### src/rtl/matmul_seq_pkg.sv
// Shared constants and state encoding for the GEMM tile-loop sequencer.
package matmul_seq_pkg;

    localparam int TILE_DEF         = 8;
    localparam int LOG2_TILE_DEF    = 3;
    localparam int AWIDTH_DEF       = 16;
    localparam int STRIDE_WIDTH_DEF = 16;
    localparam int DIM_WIDTH_DEF    = 12;
    localparam int OPS_WIDTH        = 16;

    typedef enum logic [2:0] {
        ST_IDLE,
        ST_CHECK,
        ST_PE_CLR,
        ST_LAUNCH,
        ST_WAIT,
        ST_ADVANCE,
        ST_DONE
    } seq_state_t;

endpackage

### src/rtl/tile_edge_mask.sv
// Edge validity mask for one tile dimension: lane i is set when element
// idx*TILE + i still lies inside a matrix dimension of size dim.
module tile_edge_mask
    import matmul_seq_pkg::*;
#(
    parameter int TILE      = TILE_DEF,
    parameter int LOG2_TILE = LOG2_TILE_DEF,
    parameter int DIM_WIDTH = DIM_WIDTH_DEF
) (
    input  logic [DIM_WIDTH-1:0] i_dim,
    input  logic [DIM_WIDTH-1:0] i_idx,
    output logic [TILE-1:0]      o_mask
);

    localparam int EW = DIM_WIDTH + LOG2_TILE + 1;

    logic [EW-1:0] w_first;

    assign w_first = EW'(i_idx) << LOG2_TILE;

    // A lane is live while its absolute element index is below the dimension
    always_comb begin
        o_mask = '0;
        for (int i = 0; i < TILE; i++) begin
            o_mask[i] = (w_first + EW'(i)) < EW'(i_dim);
        end
    end

endmodule

### src/rtl/matmul_tile_sequencer.sv
// Tile-loop controller: walks an MxNxK GEMM as TILE^3 slice operations,
// issuing tile base addresses, edge masks, PE clear/accumulate control and
// a start/done handshake to one matmul slice.
module matmul_tile_sequencer
    import matmul_seq_pkg::*;
#(
    parameter int TILE         = TILE_DEF,
    parameter int LOG2_TILE    = LOG2_TILE_DEF,
    parameter int AWIDTH       = AWIDTH_DEF,
    parameter int STRIDE_WIDTH = STRIDE_WIDTH_DEF,
    parameter int DIM_WIDTH    = DIM_WIDTH_DEF
) (
    input  logic                    clk,
    input  logic                    resetn,
    input  logic                    start_reg,
    input  logic                    clear_done_reg,
    input  logic                    abort,
    input  logic [DIM_WIDTH-1:0]    dim_m,
    input  logic [DIM_WIDTH-1:0]    dim_n,
    input  logic [DIM_WIDTH-1:0]    dim_k,
    input  logic [AWIDTH-1:0]       base_a,
    input  logic [AWIDTH-1:0]       base_b,
    input  logic [AWIDTH-1:0]       base_c,
    input  logic [STRIDE_WIDTH-1:0] stride_a,
    input  logic [STRIDE_WIDTH-1:0] stride_b,
    input  logic [STRIDE_WIDTH-1:0] stride_c,
    output logic                    slice_start,
    input  logic                    slice_done,
    output logic                    slice_pe_resetn,
    output logic                    slice_c_wr_en,
    output logic [AWIDTH-1:0]       address_mat_a,
    output logic [AWIDTH-1:0]       address_mat_b,
    output logic [AWIDTH-1:0]       address_mat_c,
    output logic [TILE-1:0]         validity_mask_a_rows,
    output logic [TILE-1:0]         validity_mask_a_cols_b_rows,
    output logic [TILE-1:0]         validity_mask_b_cols,
    output logic                    busy,
    output logic                    done,
    output logic                    err,
    output logic [OPS_WIDTH-1:0]    tile_ops
);

    localparam int CW = DIM_WIDTH + 1;

    seq_state_t r_state;
    seq_state_t w_stateNext;

    logic [DIM_WIDTH-1:0]    r_dimM, r_dimN, r_dimK;
    logic [AWIDTH-1:0]       r_baseA, r_baseB, r_baseC;
    logic [STRIDE_WIDTH-1:0] r_strideA, r_strideB, r_strideC;

    logic [DIM_WIDTH-1:0] r_mt, r_nt, r_kt;
    logic [AWIDTH-1:0]    r_aRowOff, r_bRowOff, r_cRowOff;
    logic [AWIDTH-1:0]    r_kColOff, r_nColOff;

    logic [CW-1:0]     w_tilesM, w_tilesN, w_tilesK;
    logic              w_lastM, w_lastN, w_lastK, w_zeroDim;
    logic [AWIDTH-1:0] w_stepA, w_stepB, w_stepC, w_tileStep;
    logic [TILE-1:0]   w_maskRows, w_maskK, w_maskCols;

    logic w_latch, w_zeroIdx, w_load, w_opDone, w_step, w_setErr;

    assign w_tilesM = (CW'(r_dimM) + CW'(TILE - 1)) >> LOG2_TILE;
    assign w_tilesN = (CW'(r_dimN) + CW'(TILE - 1)) >> LOG2_TILE;
    assign w_tilesK = (CW'(r_dimK) + CW'(TILE - 1)) >> LOG2_TILE;

    assign w_lastM = ({1'b0, r_mt} == (w_tilesM - CW'(1)));
    assign w_lastN = ({1'b0, r_nt} == (w_tilesN - CW'(1)));
    assign w_lastK = ({1'b0, r_kt} == (w_tilesK - CW'(1)));

    assign w_zeroDim = (r_dimM == '0) || (r_dimN == '0) || (r_dimK == '0);

    assign w_stepA    = AWIDTH'({r_strideA, {LOG2_TILE{1'b0}}});
    assign w_stepB    = AWIDTH'({r_strideB, {LOG2_TILE{1'b0}}});
    assign w_stepC    = AWIDTH'({r_strideC, {LOG2_TILE{1'b0}}});
    assign w_tileStep = AWIDTH'(TILE);

    tile_edge_mask #(.TILE(TILE), .LOG2_TILE(LOG2_TILE), .DIM_WIDTH(DIM_WIDTH)) u_maskRows (
        .i_dim  (r_dimM),
        .i_idx  (r_mt),
        .o_mask (w_maskRows)
    );

    tile_edge_mask #(.TILE(TILE), .LOG2_TILE(LOG2_TILE), .DIM_WIDTH(DIM_WIDTH)) u_maskK (
        .i_dim  (r_dimK),
        .i_idx  (r_kt),
        .o_mask (w_maskK)
    );

    tile_edge_mask #(.TILE(TILE), .LOG2_TILE(LOG2_TILE), .DIM_WIDTH(DIM_WIDTH)) u_maskCols (
        .i_dim  (r_dimN),
        .i_idx  (r_nt),
        .o_mask (w_maskCols)
    );

    // Next-state and per-cycle control strobes; abort overrides everything
    always_comb begin
        w_stateNext = r_state;
        w_latch     = 1'b0;
        w_zeroIdx   = 1'b0;
        w_load      = 1'b0;
        w_opDone    = 1'b0;
        w_step      = 1'b0;
        w_setErr    = 1'b0;
        case (r_state)
            ST_IDLE: begin
                if (start_reg) begin
                    w_latch     = 1'b1;
                    w_stateNext = ST_CHECK;
                end
            end
            ST_CHECK: begin
                if (w_zeroDim) begin
                    w_setErr    = 1'b1;
                    w_stateNext = ST_DONE;
                end else begin
                    w_zeroIdx   = 1'b1;
                    w_stateNext = ST_PE_CLR;
                end
            end
            ST_PE_CLR: begin
                w_stateNext = ST_LAUNCH;
            end
            ST_LAUNCH: begin
                w_load      = 1'b1;
                w_stateNext = ST_WAIT;
            end
            ST_WAIT: begin
                if (slice_done) begin
                    w_opDone    = 1'b1;
                    w_stateNext = ST_ADVANCE;
                end
            end
            ST_ADVANCE: begin
                if (!slice_done) begin
                    w_step = 1'b1;
                    if (w_lastK && w_lastN && w_lastM) begin
                        w_stateNext = ST_DONE;
                    end else if (w_lastK) begin
                        w_stateNext = ST_PE_CLR;
                    end else begin
                        w_stateNext = ST_LAUNCH;
                    end
                end
            end
            ST_DONE: begin
                if (clear_done_reg) begin
                    w_stateNext = ST_IDLE;
                end
            end
            default: begin
                w_stateNext = ST_IDLE;
            end
        endcase
        if (abort && (r_state != ST_IDLE)) begin
            w_stateNext = ST_IDLE;
            w_zeroIdx   = 1'b0;
            w_load      = 1'b0;
            w_opDone    = 1'b0;
            w_step      = 1'b0;
            w_setErr    = 1'b0;
        end
    end

    // State register
    always_ff @(posedge clk or negedge resetn) begin
        if (!resetn) begin
            r_state <= ST_IDLE;
        end else begin
            r_state <= w_stateNext;
        end
    end

    // Job configuration is captured once at start so host writes mid-job are harmless
    always_ff @(posedge clk or negedge resetn) begin
        if (!resetn) begin
            r_dimM    <= '0;
            r_dimN    <= '0;
            r_dimK    <= '0;
            r_baseA   <= '0;
            r_baseB   <= '0;
            r_baseC   <= '0;
            r_strideA <= '0;
            r_strideB <= '0;
            r_strideC <= '0;
        end else if (w_latch) begin
            r_dimM    <= dim_m;
            r_dimN    <= dim_n;
            r_dimK    <= dim_k;
            r_baseA   <= base_a;
            r_baseB   <= base_b;
            r_baseC   <= base_c;
            r_strideA <= stride_a;
            r_strideB <= stride_b;
            r_strideC <= stride_c;
        end
    end

    // Loop indices with running address offsets, so no multiplier is needed
    always_ff @(posedge clk or negedge resetn) begin
        if (!resetn) begin
            r_mt      <= '0;
            r_nt      <= '0;
            r_kt      <= '0;
            r_aRowOff <= '0;
            r_bRowOff <= '0;
            r_cRowOff <= '0;
            r_kColOff <= '0;
            r_nColOff <= '0;
        end else if (w_zeroIdx) begin
            r_mt      <= '0;
            r_nt      <= '0;
            r_kt      <= '0;
            r_aRowOff <= '0;
            r_bRowOff <= '0;
            r_cRowOff <= '0;
            r_kColOff <= '0;
            r_nColOff <= '0;
        end else if (w_step) begin
            if (!w_lastK) begin
                r_kt      <= r_kt + DIM_WIDTH'(1);
                r_kColOff <= r_kColOff + w_tileStep;
                r_bRowOff <= r_bRowOff + w_stepB;
            end else begin
                r_kt      <= '0;
                r_kColOff <= '0;
                r_bRowOff <= '0;
                if (!w_lastN) begin
                    r_nt      <= r_nt + DIM_WIDTH'(1);
                    r_nColOff <= r_nColOff + w_tileStep;
                end else begin
                    r_nt      <= '0;
                    r_nColOff <= '0;
                    r_mt      <= r_mt + DIM_WIDTH'(1);
                    r_aRowOff <= r_aRowOff + w_stepA;
                    r_cRowOff <= r_cRowOff + w_stepC;
                end
            end
        end
    end

    // Slice-facing and status outputs, registered from the upcoming state
    always_ff @(posedge clk or negedge resetn) begin
        if (!resetn) begin
            slice_start                 <= 1'b0;
            slice_pe_resetn             <= 1'b1;
            slice_c_wr_en               <= 1'b0;
            address_mat_a               <= '0;
            address_mat_b               <= '0;
            address_mat_c               <= '0;
            validity_mask_a_rows        <= '0;
            validity_mask_a_cols_b_rows <= '0;
            validity_mask_b_cols        <= '0;
            busy                        <= 1'b0;
            done                        <= 1'b0;
            err                         <= 1'b0;
        end else begin
            slice_start     <= (w_stateNext == ST_WAIT);
            slice_pe_resetn <= (w_stateNext != ST_PE_CLR);
            busy            <= (w_stateNext inside {ST_CHECK, ST_PE_CLR, ST_LAUNCH, ST_WAIT, ST_ADVANCE});
            done            <= (w_stateNext == ST_DONE);
            if (w_setErr) begin
                err <= 1'b1;
            end else if (w_stateNext == ST_IDLE) begin
                err <= 1'b0;
            end
            if (w_load) begin
                address_mat_a               <= r_baseA + r_aRowOff + r_kColOff;
                address_mat_b               <= r_baseB + r_bRowOff + r_nColOff;
                address_mat_c               <= r_baseC + r_cRowOff + r_nColOff;
                validity_mask_a_rows        <= w_maskRows;
                validity_mask_a_cols_b_rows <= w_maskK;
                validity_mask_b_cols        <= w_maskCols;
                slice_c_wr_en               <= w_lastK;
            end else if (w_stateNext == ST_IDLE) begin
                slice_c_wr_en <= 1'b0;
            end
        end
    end

    // Completed-operation counter; restarts with each new job
    always_ff @(posedge clk or negedge resetn) begin
        if (!resetn) begin
            tile_ops <= '0;
        end else if (w_latch) begin
            tile_ops <= '0;
        end else if (w_opDone) begin
            tile_ops <= tile_ops + OPS_WIDTH'(1);
        end
    end

endmodule
### config.mk
export PLATFORM = sky130hd
export DESIGN_NAME = matmul_tile_sequencer
export DESIGN_NICKNAME = d
export VERILOG_FILES = /design/src/rtl/matmul_seq_pkg.sv /design/src/rtl/tile_edge_mask.sv /design/src/rtl/matmul_tile_sequencer.sv
export SDC_FILE = /design/constraint.sdc
export NUM_CORES = 1
export LEC_CHECK = 0
export CAP_MARGIN = 0
export CORE_ASPECT_RATIO = 1.2
export CORE_MARGIN = 5
export CORE_UTILIZATION = 60
export CTS_BUF_LIST = sky130_fd_sc_hd__clkbuf_4
export DETAILED_ROUTE_END_ITERATION = 6
export PLACE_DENSITY = 0.85
export SKIP_LAST_GASP = 1
export SYNTH_ARGS = -nofsm -noshare
export SYNTH_HDL_FRONTEND = slang
export SYNTH_HIERARCHICAL = 1
export SYNTH_SLANG_ARGS = --single-unit
### constraint.sdc
create_clock -name clk -period 12.2 [get_ports clk]
set_input_delay 1.83 -clock clk [delete_from_list [all_inputs] [get_ports clk]]
set_output_delay 1.83 -clock clk [all_outputs]
set_load 0.02 [all_outputs]
After elaboration in Yosys (flattened, before gate mapping)

Cells that the tools add are included.

Bitwise logic cells: 0
Equality and inequality tests: 16
Order comparisons: 24
Shift operators: 0
Add/sub/neg operators: 42
$mul: 0
Div/mod/pow operators: 0
Multiplexer cells: 59
Reduce and logical (&&, ||, !) cells: 20

Operators by type and width:

| operator                                                              | count |
|---|---|
| 16-bit by 12-bit < comparator with 1-bit output                       | 21 |
| 16-bit two-way mux                                                    | 20 |
| 15-bit by 3-bit adder with 16-bit output, second input constant       | 12 |
| 16-bit adder                                                          | 9 |
| 12-bit two-way mux                                                    | 11 |
| 15-bit by 2-bit adder with 16-bit output, second input constant       | 6 |
| 15-bit by 1-bit adder with 16-bit output, second input constant       | 3 |
| 15-bit by 12-bit < comparator with 1-bit output                       | 3 |
| 12-bit by 3-bit adder with 13-bit output, second input constant       | 3 |
| 12-bit by 13-bit equality test with 1-bit output                      | 3 |
| 12-bit by 1-bit adder with 12-bit output, second input constant       | 3 |
| 12-bit logical NOT                                                    | 3 |
| 10-bit by 1-bit subtractor with 11-bit output, second input constant  | 3 |
| 16-bit by 4-bit adder with 16-bit output, second input constant       | 2 |
| 3-bit two-way mux                                                     | 7 |
| 3-bit one-hot mux with 7 select lines                                 | 1 |
| 1-bit two-way mux                                                     | 20 |
| 3-bit equality test, second input constant                            | 6 |
| 16-bit by 1-bit adder with 16-bit output, second input constant       | 1 |
| 3-bit by 2-bit equality test with 1-bit output, second input constant | 4 |
| 2-bit nonzero test                                                    | 6 |
| 3-bit by 1-bit equality test with 1-bit output, second input constant | 2 |
| 3-bit logical NOT                                                     | 2 |
| 5-bit nonzero test                                                    | 1 |
| other kinds (6)                                                       | 9 |

Flip-flop bits (word level): 336
Input bits: 138
Word-level logic and storage cells: 192
Memories: 0
Bits in writable memories: 0
Bits in latches: 0
Bits in read-only memories: 0

Longest topological paths before layout

Gate-level depths: netlist of the first run.

Depth after elaboration: 12
Mapped depth: 15
Depth with buffers taken out: 13

Hierarchy

The synthesis of the first run kept the hierarchy.

Modules (own cells, without submodules):

| module                | instances | cells an instance | area each (sq um) | sequential area each (sq um) |
|---|---|---|---|---|
| matmul_tile_sequencer | 1         | 1,750             | 18,505.2          | 8,034.0 |
| tile_edge_mask        | 3         | 65                | 464.2             | 0.0 |

Worst setup path after synthesis of the first run

Ideal clock, no wire load.

Path type: reg2reg
From: register r_dimK[1]
To: register busy
Setup time: 128 ps
Data required time: 12,072 ps
Arrival: 3,860 ps
Cell stages (with the launch flop): 14
Path slack: 8,212 ps
Path through: dfrtp_1 -> or3_1 -> nand2_1 -> xor2_1 -> ha_1 -> or3b_1 -> mux2i_2 -> a221oi_1 -> a2111o_1 -> nor4_4 -> buf_2 -> a41o_1 -> nand3_1 -> mux2_1

Cells in the longest elaborated chain, start to end: 11
Elaborated cells between the ends (all ways): 19
Classes of those cells: add/sub (2); eq/ne (6); mux (6); reduce/logical (5)

RTL lines:

| what                                                                   | RTL line                     | source |
|---|---|---|
| start, declared                                                        | matmul_tile_sequencer.sv:48  | `logic [DIM_WIDTH-1:0] r_dimM, r_dimN, r_dimK;` |
| start signal, assigned                                                 | matmul_tile_sequencer.sv:189 | `r_dimK <= dim_k;` |
| 12-bit by 3-bit adder with 13-bit output                               | matmul_tile_sequencer.sv:65  | `assign w_tilesK = (CW'(r_dimK) + CW'(TILE - 1)) >> LOG2_TILE;` |
| 10-bit by 1-bit subtractor with 11-bit output                          | matmul_tile_sequencer.sv:69  | `assign w_lastK = ({1'b0, r_kt} == (w_tilesK - CW'(1)));` |
| 12-bit by 13-bit equality test with 1-bit output                       | matmul_tile_sequencer.sv:69  |  |
| 1-bit logical AND (2 in series)                                        | matmul_tile_sequencer.sv:137 | `if (w_lastK && w_lastN && w_lastM) begin` |
| 3-bit two-way mux                                                      | matmul_tile_sequencer.sv:137 |  |
| 3-bit two-way mux                                                      | matmul_tile_sequencer.sv:135 | `if (!slice_done) begin` |
| 3-bit one-hot mux with 7 select lines *                                | matmul_tile_sequencer.sv:105 | `case (r_state)` |
| 3-bit two-way mux *                                                    | matmul_tile_sequencer.sv:155 | `if (abort && (r_state != ST_IDLE)) begin` |
| 3-bit by 1-bit equality test with 1-bit output (tied with other cells) | matmul_tile_sequencer.sv:260 | `busy <= (w_stateNext inside {ST_CHECK, ST_PE_CLR, ST_LAUNCH, ST_WAIT, ST_ADVANCE});` |
| 5-bit nonzero test *                                                   | matmul_tile_sequencer.sv:260 |  |
| end signal, assigned                                                   | matmul_tile_sequencer.sv:260 |  |
| end, declared                                                          | matmul_tile_sequencer.sv:37  | `output logic busy,` |

Mark *: on every way between the ends. The rest lies on a longest branch, timed or not.
A chain may end at the register's enable or synchronous reset.

Final worst setup path of the first run

From: register r_dimK[1]
To: register r_nColOff[8]

Cells in the longest elaborated chain, start to end: 7
Elaborated cells between the ends (all ways): 12
Classes of those cells: add/sub (2); eq/ne (1); mux (4); reduce/logical (5)

RTL lines:

| what                                                                                             | RTL line                     | source |
|---|---|---|
| parallel branches: the longest is 7 deep, another holds 12-bit by 3-bit adder with 13-bit output | -                            |  |
| end signal, assigned                                                                             | matmul_tile_sequencer.sv:230 | `r_nColOff <= r_nColOff + w_tileStep;` |
| end, declared                                                                                    | matmul_tile_sequencer.sv:54  | `logic [AWIDTH-1:0] r_kColOff, r_nColOff;` |

Parallel ways; which one is timed is not known.

==> summary.txt, run 1 <==
# nets final - 2501
Clk Tree Root Cell - clkbuf_4
Syn Inst Count - 1945
headroom to the max-slew limit - 0.261
clk_lat worst skew - 0.74 ns
R2R Path Start - r_dimK[1]
CP arrival - 5.79 ns
min Tclk post-route - 5.13 ns
clk_skew - 0.0464 ns
first-pass GRT wire length - 81100 um
Post-Synth Adder-Cell Area - 0.116
Hold Buf Count CTS - 0
commonest non-fill, non-tap cell in the layout - dfrtp_1
die area - 36900 um2
DRT iter0 DRCs - 901
CTS sink count - 321
Ys Warns - 6
count of final setup violators - 0
Residual DRC - 0
Slowest-stage cell, CP - nand2_1
unrepaired setup endpoints after global routing - false
Yosys reg bits - 321
post-synthesis sequential area ratio - 0.404
HPWL after detailed placement - 35100 um
routed vias - 16.0k
xor and xnor area share after synthesis - 0.0644
P_sw - 0.00232 W
Reg2Reg Setup Slack - 7.07 ns
Total Power - 0.00558 W
core area - 33000 um2
ys flop type - dfrtp_1
CTS resizes - 0
Net Sw Frac - 0.415
Die X - 176 um
TritonCTS Buffers - 84
io pins - 232
Area Overhead vs Synth - 18.8%
portion of netlist area occupied by mux cells - 0.107
Post-synth ARST share - 1.00
Post-Synth Simple-Gate Area - 0.141
CTS tree - yes
Final Wtd Congestion - 0.892
cell row count - 73
CTS Buffer Depth - 3
CP Class - reg -> reg
status - complete, no violations
min-delay src - address_mat_a[10]
Slew Limit Fails - 0
most frequent cells in the layout - 320 x dfrtp_1, 221 x clkdlybuf4s50_1, 162 x nand2_1
placed cell count - 2568
share of cells above drive strength 1 - 0.149
Setup crit end kind - flip-flop
clock power share - 0.168
Least-Margin Pin Slew - 1.11 ns
wire per inst - 17.9 um
r2r endpoint - r_nColOff[8]
Pwr Density - 236 nW/um2
Worst Path Required - 12.86 ns
port bufs - 222
vias in the first global route - 16.6k
Combinational Power Share - 0.496
Max-Cap Viols - 0
critical path buffer and inverter count - 2
htree depth - 3
drt pass-1 iters - 5
final hold vios - 0
Layout fillers - 2382
gr usage total - 0.265
drt total wl - 48700 um
Hold Crit Class - reg -> reg
Post-Syn Area - 19900 um2
Antenna Nets Post-Route - 0
initial antenna violation count - 8
CP max stage delay - 0.60 ns
Avg Inst Size Synth - 10.2 um2
Cell variety after synth - 81
final core utilization - 0.717
Seq pwr share - 0.335
register clock-pin slew on the reported worst setup and hold paths - 0.06 ns
GRT Residual Overflow - 0
Non-Filler Instances - 2716
startpoint class of the critical path - flip-flop
Starting Density - 0.603
post-synthesis compound-gate area fraction - 0.141
Crit path max-delay family - simple AND/OR/NAND/NOR gates
hold path depth - 2
Pint - 0.00326 W
WHS - 0.480 ns
Max VDD drop - 0.160 mV
largest net degree at the start of global routing - 100
R2R cell count - 15
Static Leak - 10.7 nW
EDFF count, synth - 0
Multi-input gate area - 11400 um2
period utilisation layout - 0.421
worst hold path endpoint - address_mat_a[10]
Vias/cell - 5.89
postcts setup bufs - 0
worst-path cell chain - or3_1 -> nand2_1 -> xor2_1 -> ha_1 -> or3b_1 -> mux2i_2 -> xor2_1 -> a211o_1 -> a31oi_1 -> nor4_4 -> buf_4 -> nand4b_1 -> buf_4 -> nand2_1 -> o21ba_2
Max Fanout on Critical Path - 47
die height - 209 um
fmax - 195 MHz
setup tns final - 0 ns
combinational family with the most area after synthesis - simple AND/OR/NAND/NOR gates
Reg area - 8030 um2
[cell usage after synthesis, drive strengths merged (23+ instances only)]
cell type | instances | area share
dfrtp | 320 | 0.40
nand2 | 163 | 0.031
mux2 | 158 | 0.089
o21ai | 148 | 0.037
a21oi | 118 | 0.030
ha | 117 | 0.074
nor2 | 116 | 0.022
xnor2 | 75 | 0.033
inv | 70 | 0.013
xor2 | 66 | 0.029
clkbuf | 58 | 0.011
nand3 | 51 | 0.013
nor3 | 48 | 0.012
fa | 42 | 0.042
mux2i | 34 | 0.017
or3 | 34 | 0.011
a21o | 30 | 0.011
nand4 | 28 | 0.0088
and3 | 23 | 0.0072
[logic make-up (layout without fill, tap and decap cells)]
| logic type | Yosys count | in the layout |
|---|---|---|
| flip-flops | 321 | 321 |
| multiplexers | 192 | 192 |
| adder cells (fa/ha/maj) | 159 | 159 |
| buffers and inverters | 141 | 443 |
| XOR/XNOR | 143 | 143 |
| AND/OR/NAND/NOR | 549 | 549 |
| other | 1 | 20 |
| AO/OA/AOI/OAI | 439 | 439 |
[sequential cells by signal, indices dropped and copies added (netlist names), 16 cells and up]
register / flops
address_mat_a: 16
address_mat_b: 16
address_mat_c: 16
r_baseA: 16
r_baseB: 16
r_baseC: 16
tile_ops: 16
[routing by layer]
layer,share of wire,global-route usage,vias up,wire (um)
li1,-,-,7601,-
met5,0.00068,0,-,33
met1,0.41,0.328,7784,19800
met2,0.49,0.446,510,23900
met3,0.070,0.0647,99,3390
met4,0.033,0.108,4,1590
[power groups by stage]
stage	clock network (W)	registers (W)	logic (W)
global route	0.00103	0.00193	0.00308
detailed placement	0	0.00188	0.00274
global placement	0	0.00186	0.00263
floorplan	0	0.00186	0.00194
finish	0.000940	0.00187	0.00277
CTS	0.000970	0.00187	0.00277
[tightest hold or removal path, stage by stage, from the launching register on]
cell	delay, ns
dfrtp_1	0.34
nand2_1	0.05
o31ai_1	0.06
[per-stage QoR]
| step | worst slack, ns | cell area [um2] |
|---|---|---|
| 6_report | 7.07 | 23600 |
| 5_1_grt | 6.76 | 23600 |
| 4_1_cts | 7.03 | 23600 |
| 3_5_place_dp | 7.08 | 22600 |
| 3_3_place_gp | 7.20 | 22600 |
| 2_1_floorplan | 8.21 | 19900 |
[how the worst max path moves through the flow]
stage / start / end / slack [ns] / depth (start not counted)
after floorplan: r_dimK[1] / busy / 8.21 / 13
after global placement: r_dimK[1] / r_nColOff[8] / 7.20 / 15
after detailed placement: r_dimK[1] / r_nColOff[8] / 7.08 / 15
after CTS: r_dimK[1] / r_nColOff[8] / 7.03 / 15
after global routing: r_dimK[1] / r_nColOff[8] / 6.76 / 15
final: r_dimK[1] / r_nColOff[8] / 7.07 / 15
[cell type report]
| cell class | instances | share of cell area |
|---|---|---|
| Multi-Input combinational cell | 1494 | 0.482 |
| Sequential cell | 321 | 0.340 |
| Timing Repair Buffer | 233 | 0.0977 |
| Clock buffer | 117 | 0.0372 |
| Tap cell | 450 | 0.0238 |
| Inverter | 70 | 0.0111 |
| Clock inverter | 23 | 0.00709 |
| Antenna cell | 8 | 0.000847 |
(Power assumes the default switching activity.)
==> inputs of run 2 (changes only) <==
--- a/config.mk
+++ b/config.mk
@@ -8,10 +8,10 @@
 export CAP_MARGIN = 0
 export CORE_ASPECT_RATIO = 1.2
 export CORE_MARGIN = 5
-export CORE_UTILIZATION = 60
+export CORE_UTILIZATION = 59
 export CTS_BUF_LIST = sky130_fd_sc_hd__clkbuf_4
 export DETAILED_ROUTE_END_ITERATION = 6
-export PLACE_DENSITY = 0.85
+export PLACE_DENSITY = 0.83
 export SKIP_LAST_GASP = 1
 export SYNTH_ARGS = -nofsm -noshare
 export SYNTH_HDL_FRONTEND = slang
==> constraint.sdc (replaced) <==
create_clock -name clk -period 4.9 [get_ports clk]
set_input_delay 0.735 -clock clk [delete_from_list [all_inputs] [get_ports clk]]
set_output_delay 0.735 -clock clk [all_outputs]
set_load 0.02 [all_outputs]
==> summary.txt, run 2 (same netlist as run 1, synthesis figures left out) <==
unrepaired setup endpoints after global routing - false
clk_lat worst skew - 0.74 ns (about the same)
io pins - 232 (unchanged)
Slew Limit Fails - 0 (unchanged)
cell row count - 73 (unchanged)
die height - 211 um (+0.80%)
CTS tree - yes
postcts setup bufs - 0 (unchanged)
Residual DRC - 0 (unchanged)
routed vias - 16.2k (+1.3%)
final hold vios - 0 (unchanged)
DRT iter0 DRCs - 816 (-9.4%)
count of final setup violators - 0 (unchanged)
vias in the first global route - 16.7k (+0.60%)
Slowest-stage cell, CP - nor4_4
HPWL after detailed placement - 36000 um (+2.5%)
headroom to the max-slew limit - 0.318 (+0.0565)
Antenna Nets Post-Route - 0 (unchanged)
CP max stage delay - 0.60 ns (about the same)
most frequent cells in the layout - 320 x dfrtp_1, 221 x clkdlybuf4s50_1, 162 x nand2_1
dpl cell area - 22700 um2 (+0.59%)
TritonCTS Buffers - 86 (+2.4%)
P_sw - 0.00587 W (+150%)
Vias/cell - 5.92 (+0.46%)
Combinational Power Share - 0.498 (+0.002)
design area - 23800 um2 (+0.77%)
critical path buffer and inverter count - 2 (unchanged)
status - complete, no violations
clock power share - 0.173 (+0.005)
clk_skew - 0.0414 ns (-0.00505 ns)
Setup crit end kind - flip-flop
register clock-pin slew on the reported worst setup and hold paths - 0.06 ns (about the same)
Layout fillers - 2419 (+1.6%)
Top cell by count, worst path - buf_4
Hold Crit Class - in -> async
core area - 33200 um2 (+0.83%)
# nets final - 2518 (+0.68%)
drt pass-1 iters - 5 (unchanged)
Crit path max-delay family - simple AND/OR/NAND/NOR gates
period utilisation layout - 0.920 (+0.499)
drt total wl - 49700 um (+2.1%)
port bufs - 222 (unchanged)
CP Class - reg -> reg
Seq pwr share - 0.329 (-0.006)
share of cells above drive strength 1 - 0.157 (+0.00763)
commonest non-fill, non-tap cell in the layout - dfrtp_1
Pint - 0.00820 W (+150%)
Pwr Density - 591 nW/um2 (+150%)
Non-Filler Instances - 2738 (+0.81%)
Clk Tree Root Cell - clkbuf_4
CTS sink count - 321 (unchanged)
CP arrival - 5.11 ns (-0.68 ns)
Net Sw Frac - 0.417 (+0.00208)
Final Wtd Congestion - 0.877 (-1.6%)
Hold Buf Count CTS - 0 (unchanged)
placed cell count - 2583 (+0.58%)
Max-Cap Viols - 0 (unchanged)
Area Overhead vs Synth - 19.7%
die area - 37500 um2 (+1.6%)
startpoint class of the critical path - flip-flop
min Tclk post-route - 4.51 ns (-0.624 ns)
Die X - 178 um (+0.80%)
Worst Path Required - 5.50 ns (-7.36 ns)
fmax - 222 MHz (+14%)
first-pass GRT wire length - 81700 um (+0.70%)
Total Power - 0.0141 W (+150%)
setup tns final - 0 ns (unchanged)
Static Leak - 10.8 nW (+1.0%)
Starting Density - 0.598 (-0.00497)
Max VDD drop - 0.359 mV (+120%)
CTS Buffer Depth - 3 (unchanged)
Least-Margin Pin Slew - 1.02 ns (-0.0847 ns)
initial antenna violation count - 6 (-2)
largest net degree at the start of global routing - 117 (+17%)
wire per inst - 18.2 um (+1.3%)
gr usage total - 0.265 (+0.000403)
htree depth - 3 (unchanged)
worst-path cell chain - or3_1 -> nand2_1 -> xor2_1 -> ha_1 -> or3b_1 -> mux2i_2 -> a221oi_1 -> a2111o_1 -> nor4_4 -> nand4b_1 -> buf_4 -> buf_4 -> mux2i_1 -> nor2_1
Max Fanout on Critical Path - 32 (-32%)
GRT Residual Overflow - 0 (unchanged)
-- run 2: cell types whose count changed in the layout (fill, tap and decap cells not counted), sizes merged --
cell | before | now
buf | 12 | 27
clkinv | 18 | 25
clkbuf | 117 | 119
diode | 8 | 6
clkinvlp | 0 | 1
inv | 72 | 71
-- run 2: cell type report --
type                    count  area [um2]  share of cell area
flip-flops and latches    321        8030               0.337
repair buffers            248        2450               0.103
well taps                 450         563              0.0236
diodes                      6        15.0            0.000630
inverters                  70         263              0.0110
multi-input cells        1494       11400               0.478
clock buffers             119         893              0.0375
clock inverters            30         208             0.00872
-- run 2: metal layers --
metal | global-route usage | part of all wire
met1 | 0.331 | 0.40
met3 | 0.0652 | 0.070
met4 | 0.0923 | 0.028
met2 | 0.453 | 0.50
met5 | 0 | 0.00040
-- run 2: through the flow --
| stage | hold WS, ns | setup slack (ns) | util |
|---|---|---|---|
| floorplan | 0.439 | 0.912 | - |
| global placement | 0.466 | 0.380 | 0.683 |
| detailed placement | 0.473 | 0.229 | 0.683 |
| CTS | 0.0693 | 0.241 | 0.716 |
| global route | 0.111 | 0.229 | 0.716 |
| finish | 0.0693 | 0.391 | 0.716 |
-- run 2: worst paths after layout --
kind	startpoint	to	slack, ns	cells after the start
max in group asynchronous	resetn	r_baseA[4]	3.71	2
worst max-delay path	r_dimK[1]	r_cRowOff[14]	0.39	14
worst max register to register	r_dimK[1]	r_cRowOff[14]	0.39	14
worst min-delay path	resetn	address_mat_c[15]	0.07	1
worst min register to register	address_mat_a[15]	address_mat_a[15]	0.49	2
min in group clk	address_mat_a[15]	address_mat_a[15]	0.49	2
-- run 2: timing repair --
action / CTS / global route
setup endpoints to repair: 0 / 1
resized for setup: 0 / 1
endpoints found under the hold margin: 0 / 0
-- run 2: power by group through the flow --
stage,sequential (W),combinational [W],clock (W)
after floorplan,0.00462,0.00482,0
after global placement,0.00460,0.00665,0
after detailed placement,0.00466,0.00693,0
after CTS,0.00462,0.00700,0.00251
after global routing,0.00478,0.00772,0.00265
final,0.00463,0.00701,0.00243
==> edit 1, RTL diff (settings of run 2) <==
Make the reset (`resetn`) synchronous in 5 clocked blocks.
--- a/src/rtl/matmul_tile_sequencer.sv
+++ b/src/rtl/matmul_tile_sequencer.sv
@@ -163,7 +163,7 @@
     end
 
     // State register
-    always_ff @(posedge clk or negedge resetn) begin
+    always_ff @(posedge clk) begin
         if (!resetn) begin
             r_state <= ST_IDLE;
         end else begin
@@ -172,7 +172,7 @@
     end
 
     // Job configuration is captured once at start so host writes mid-job are harmless
-    always_ff @(posedge clk or negedge resetn) begin
+    always_ff @(posedge clk) begin
         if (!resetn) begin
             r_dimM    <= '0;
             r_dimN    <= '0;
@@ -197,7 +197,7 @@
     end
 
     // Loop indices with running address offsets, so no multiplier is needed
-    always_ff @(posedge clk or negedge resetn) begin
+    always_ff @(posedge clk) begin
         if (!resetn) begin
             r_mt      <= '0;
             r_nt      <= '0;
@@ -240,7 +240,7 @@
     end
 
     // Slice-facing and status outputs, registered from the upcoming state
-    always_ff @(posedge clk or negedge resetn) begin
+    always_ff @(posedge clk) begin
         if (!resetn) begin
             slice_start                 <= 1'b0;
             slice_pe_resetn             <= 1'b1;
@@ -279,7 +279,7 @@
     end
 
     // Completed-operation counter; restarts with each new job
-    always_ff @(posedge clk or negedge resetn) begin
+    always_ff @(posedge clk) begin
         if (!resetn) begin
             tile_ops <= '0;
         end else if (w_latch) begin
Behaviour: differs if resetn is asserted again (counterexample within 4 cycles, from zero or initial values and one cycle with resetn low); with resetn held inactive, the same outputs for 4 cycles.
==> edit 1 against run 2 <==
- the flow now finishes with violations (design-rule violations)
- synthesized area fell by 7.3%
- setup slack improved by 160 ps
- count of clock-buffer cells in the layout fell by 8
- die area fell by 6.9%
- first-iteration DRC count rose by 19%
- sequential cell count did not move
- cell area fell by 7.8%
- wire length fell by 2.1%
- core utilization fell by 0.99 points
- fmax rose by 3.7%
- critical path type unchanged
- largest cell class unchanged
Power is not compared: it rests on default switching activity, and its combinational part moved more than twofold at a synthesized area within 25%.
==> edit 1: results (changes against run 2) <==
stage	metric	value	unit	change
run_status	status	finished, violations left		
run_status	failed_checks	design-rule violations		
worst_setup_path	critPathArrivalTime	4990	ps	-120 ps
logic_synthesis	synth_common_cells	nand2_1 (499), a21oi_1 (330), dfxtp_1 (321)		
worst_setup_path	reg2regPathDepth	12		-2
global_routing	grt_max_degree	108		-7.7%
detailed_routing	detail_route.wirelength	48.7	mm	-2.1%
detailed_routing	viasPerCell	5.75		-2.8%
logic_synthesis	syn_inst	2298		+18%
min_path	worstHoldPathType	reg2reg		
placed_design	dpl.cell_count	2833		+9.7%
detailed_routing	dr.pass1.iters	7		+2
placed_design	place_area	20900	sq um	-7.7%
logic_synthesis	synth-async-reset-ratio	0	%	-100 points
cells_and_area	final_cells	2973		+8.6%
global_routing	grt_first_pass_wirelength	79.9	mm	-2.2%
logic_synthesis	synth_compound_area_share	17.5	%	+3.4 points
global_routing	antenna_found_initial	1		-5
logic_synthesis	ys_types	74		-8.6%
logic_synthesis	ys_seq_area_share	34.8	%	-5.6 points
clock_network	cts-buffers-inserted	83		-3.5%
worst_setup_path	r2r-start	r_dimK[1]		
logic_synthesis	synth.area.top_cells	dfxtp_1 (35%), nand2_1 (10%), a21oi_1 (8.9%)		
placed_design	place.gp.congestion	0.925		+5.5%
detailed_routing	drt_iter0_markers	971		+19%
worst_setup_path	r2r_slack	550	ps	+160 ps
placed_design	hpwl	35.1	mm	-2.5%
timing	skew	37.1	ps	-4.25 ps
logic_synthesis	ys.flop_type	dfxtp_1		
cells_and_area	drive_gt1_share	7.20	%	-8.5 points
detailed_routing	drc	1		+1
worst_setup_path	crit_fanout	42		+31%
timing	max-slew-margin-rel	23.8	%	-7.9 points
cells_and_area	fillCellCount	2553		+5.5%
logic_synthesis	synth_mux_area_share	0.705	%	-10 points
logic_synthesis	yosys.area_share.adder	12.0	%	+0.42 points
==> edit 1: metal layers <==
layer	wire, um	part of all wire (%)	global-route usage [%]
met4	1550	3.2	11.0
met3	3040	6.3	4.83
met1	20700	42	34.6
met2	23400	48	46.5
met5	0	0	0
==> edit 1: cell type report <==
cell class                 count  area (sq um)  area share [%]
inverter                      59           226            1.03
clock buffer                 111           833            3.79
sequential                   321          6430            29.3
antenna                        1          2.50          0.0114
tap                          401           502            2.28
multi-input combinational   1813         11400            52.0
clock inverter                28           185           0.843
timing repair buffer         239          2370            10.8
==> edit 1: worst max-delay path by stage <==
stage / from / slack [ps] / endpoint
after detailed placement: r_dimK[0] / 600 / r_mt[5]
final: r_dimK[1] / 550 / r_mt[5]
after CTS: r_dimK[1] / 560 / r_mt[5]
after global placement: r_dimK[0] / 610 / r_mt[5]
after global routing: r_dimK[1] / 310 / r_mt[5]
after floorplan: r_dimK[0] / 1090 / r_mt[5]
==> edit 1: power by group <==
group	switching (mW)	total (mW)	internal, mW
combinational	0.532	0.949	0.417
clock	1.10	2.31	1.20
sequential	0.102	2.79	2.69
==> edit 1: cells by family after synthesis <==
| kind of cell | after synthesis |
|---|---|
| DFF | 321 |
| muxes | 13 |
| buffers and inverters | 169 |
| xor gates and xnor gates | 155 |
| adders and majority gates | 153 |
| other | 1 |
| and+or+nand+nor | 947 |
| AOI/OAI and AO/OA | 539 |
==> edit 1: critical path, cell delays in order, from the launching register on <==
cell and delay, ps:
dfxtp_1 400, or3_1 530, nand2_1 140, xor2_1 160
ha_1 230, or4b_4 500, or4b_1 500, and3_1 200
nor4_2 140, nand4_1 140, or3_4 630, or4_1 560
a21oi_1 140
==> edit 2, RTL diff (config.mk and constraints of run 2) <==
Without the edit above. Set the package constant `OPS_WIDTH` to 18 (it was 16).
--- a/src/rtl/matmul_seq_pkg.sv
+++ b/src/rtl/matmul_seq_pkg.sv
@@ -6,7 +6,7 @@
     localparam int AWIDTH_DEF       = 16;
     localparam int STRIDE_WIDTH_DEF = 16;
     localparam int DIM_WIDTH_DEF    = 12;
-    localparam int OPS_WIDTH        = 16;
+    localparam int OPS_WIDTH        = 18;
 
     typedef enum logic [2:0] {
         ST_IDLE,
Interface: changed (resized tile_ops); port bits go from 232 to 234. The function was not compared with the original's and may differ.
==> edit 2 against run 2 <==
- die area fell by 1.2%
- synthesized area down 1.2%
- total power is 12% lower
- wire length shrank 5.3%
- clock skew grew 7.6 ps
- synthesized cell count shrank 2.5%
- hold slack got worse by 44 ps
- setup slack better by 130 ps
- core utilization shrank 0.93 points
- cell area decreased by 1.8%
- sequential cell count up 2
- critical path type unchanged
==> edit 2: results (changes against run 2) <==
stage	metric	value	unit	change
run_status	status	finished clean		
placed_design	hpwl	34.6	mm	-4.0%
timing	skew	49.0	ps	+7.58 ps
clock_network	cts_root_buf	clkbuf_4		
power	p_leak	10.5	nW	-3.2%
cells_and_area	fillCellCount	2488		+2.9%
global_routing	antenna_found_initial	11		+5
clock_network	insertion_delay	760	ps	+20 ps
placed_design	place.gp.congestion	0.884		+0.76%
worst_setup_path	reg2regPathDepth	12		-2
detailed_routing	vias	15500		-4.2%
logic_synthesis	ys_types	76		-6.2%
worst_setup_path	cpMaxStageDelayCell	or4_4		
placed_design	numPortBuffers	224		+0.90%
timing	holdWs	25.0	ps	-44.3 ps
detailed_routing	detail_route.wirelength	47.1	mm	-5.3%
timing	worst_slew_pin_slew	1060	ps	+34.9 ps
power	p_int	7.47	mW	-8.9%
worst_setup_path	slowest_delay	820	ps	+220 ps
worst_setup_path	crit_fanout	39		+22%
clock_network	cts_max_level	3		unchanged
power	powerSeq	4.46	mW	-4%
logic_synthesis	ys_seq_area_share	41.1	%	+0.76 points
power	combinationalPowerShare	46.4	%	-3.4 points
clock_network	cts-buffers-inserted	82		-4.7%
detailed_routing	wire_per_inst	17.6	um	-2.9%
power	fin_total_pwr	12.4	mW	-12%
global_routing	grt_usage	25.3	%	-1.2 points
worst_setup_path	r2r_slack	520	ps	+130 ps
cells_and_area	final_nets	2452		-2.6%
global_routing	grt_max_degree	105		-10%
global_routing	grt_first_pass_wirelength	77.6	mm	-5.0%
cells_and_area	drive_gt1_share	15.6	%	-0.14 points
timing	finalCritPeriodShare	89.4	%	-2.6 points
logic_synthesis	syn_inst	1896		-2.5%
## edit 2: cell count changes in the layout (fill, tap and decap cells not counted), sizes merged, moves of 12 or more
| cell | before | now |
|---|---|---|
| nand4 | 28 | 49 |
| a21oi | 118 | 102 |
| mux2i | 34 | 12 |
| xor2 | 66 | 97 |
| nor2 | 116 | 165 |
| o31ai | 20 | 7 |
| nor3 | 48 | 36 |
| inv | 71 | 55 |
| nand2 | 163 | 132 |
| o21ai | 148 | 122 |
| a22o | 3 | 15 |
## edit 2: final cells by class
class / count / area, sq um / area share [%]
Sequential cell: 323 / 8080 / 34.6
Inverter: 53 / 199 / 0.851
Clock inverter: 24 / 96.3 / 0.412
Timing Repair Buffer: 241 / 2400 / 10.3
Tap cell: 450 / 563 / 2.41
Antenna cell: 8 / 20.0 / 0.0856
Multi-Input combinational cell: 1454 / 11100 / 47.6
Clock buffer: 117 / 878 / 3.76
## edit 2: through the flow
step	setup slack, ps	area (sq um)
global placement	641	22400
finish	521	23400
CTS	535	23400
detailed placement	594	22400
global route	255	23400
floorplan	995	19700
## edit 2: routing by layer
| layer | vias to the layer above | GRT usage, % | part of all wire (%) |
|---|---|---|---|
| li1 | 7336 | - | - |
| met1 | 7538 | 30.7 | 40 |
| met2 | 507 | 43.1 | 49 |
| met3 | 132 | 6.32 | 6.6 |
| met4 | 6 | 11.0 | 3.5 |
| met5 | - | 0 | 0.12 |
## edit 2: cell families (layout without fill, tap and decap cells)
kind of cell	Yosys count	after routing	synth area share [%]
compound gates	362	362	11.9
xor+xnor	174	174	7.97
fa+ha+maj	159	159	11.7
buf+inv	130	435	2.56
flops	323	323	41.1
mux	170	170	9.67
other cells	1	20	0.0191
simple gates	577	577	15.1
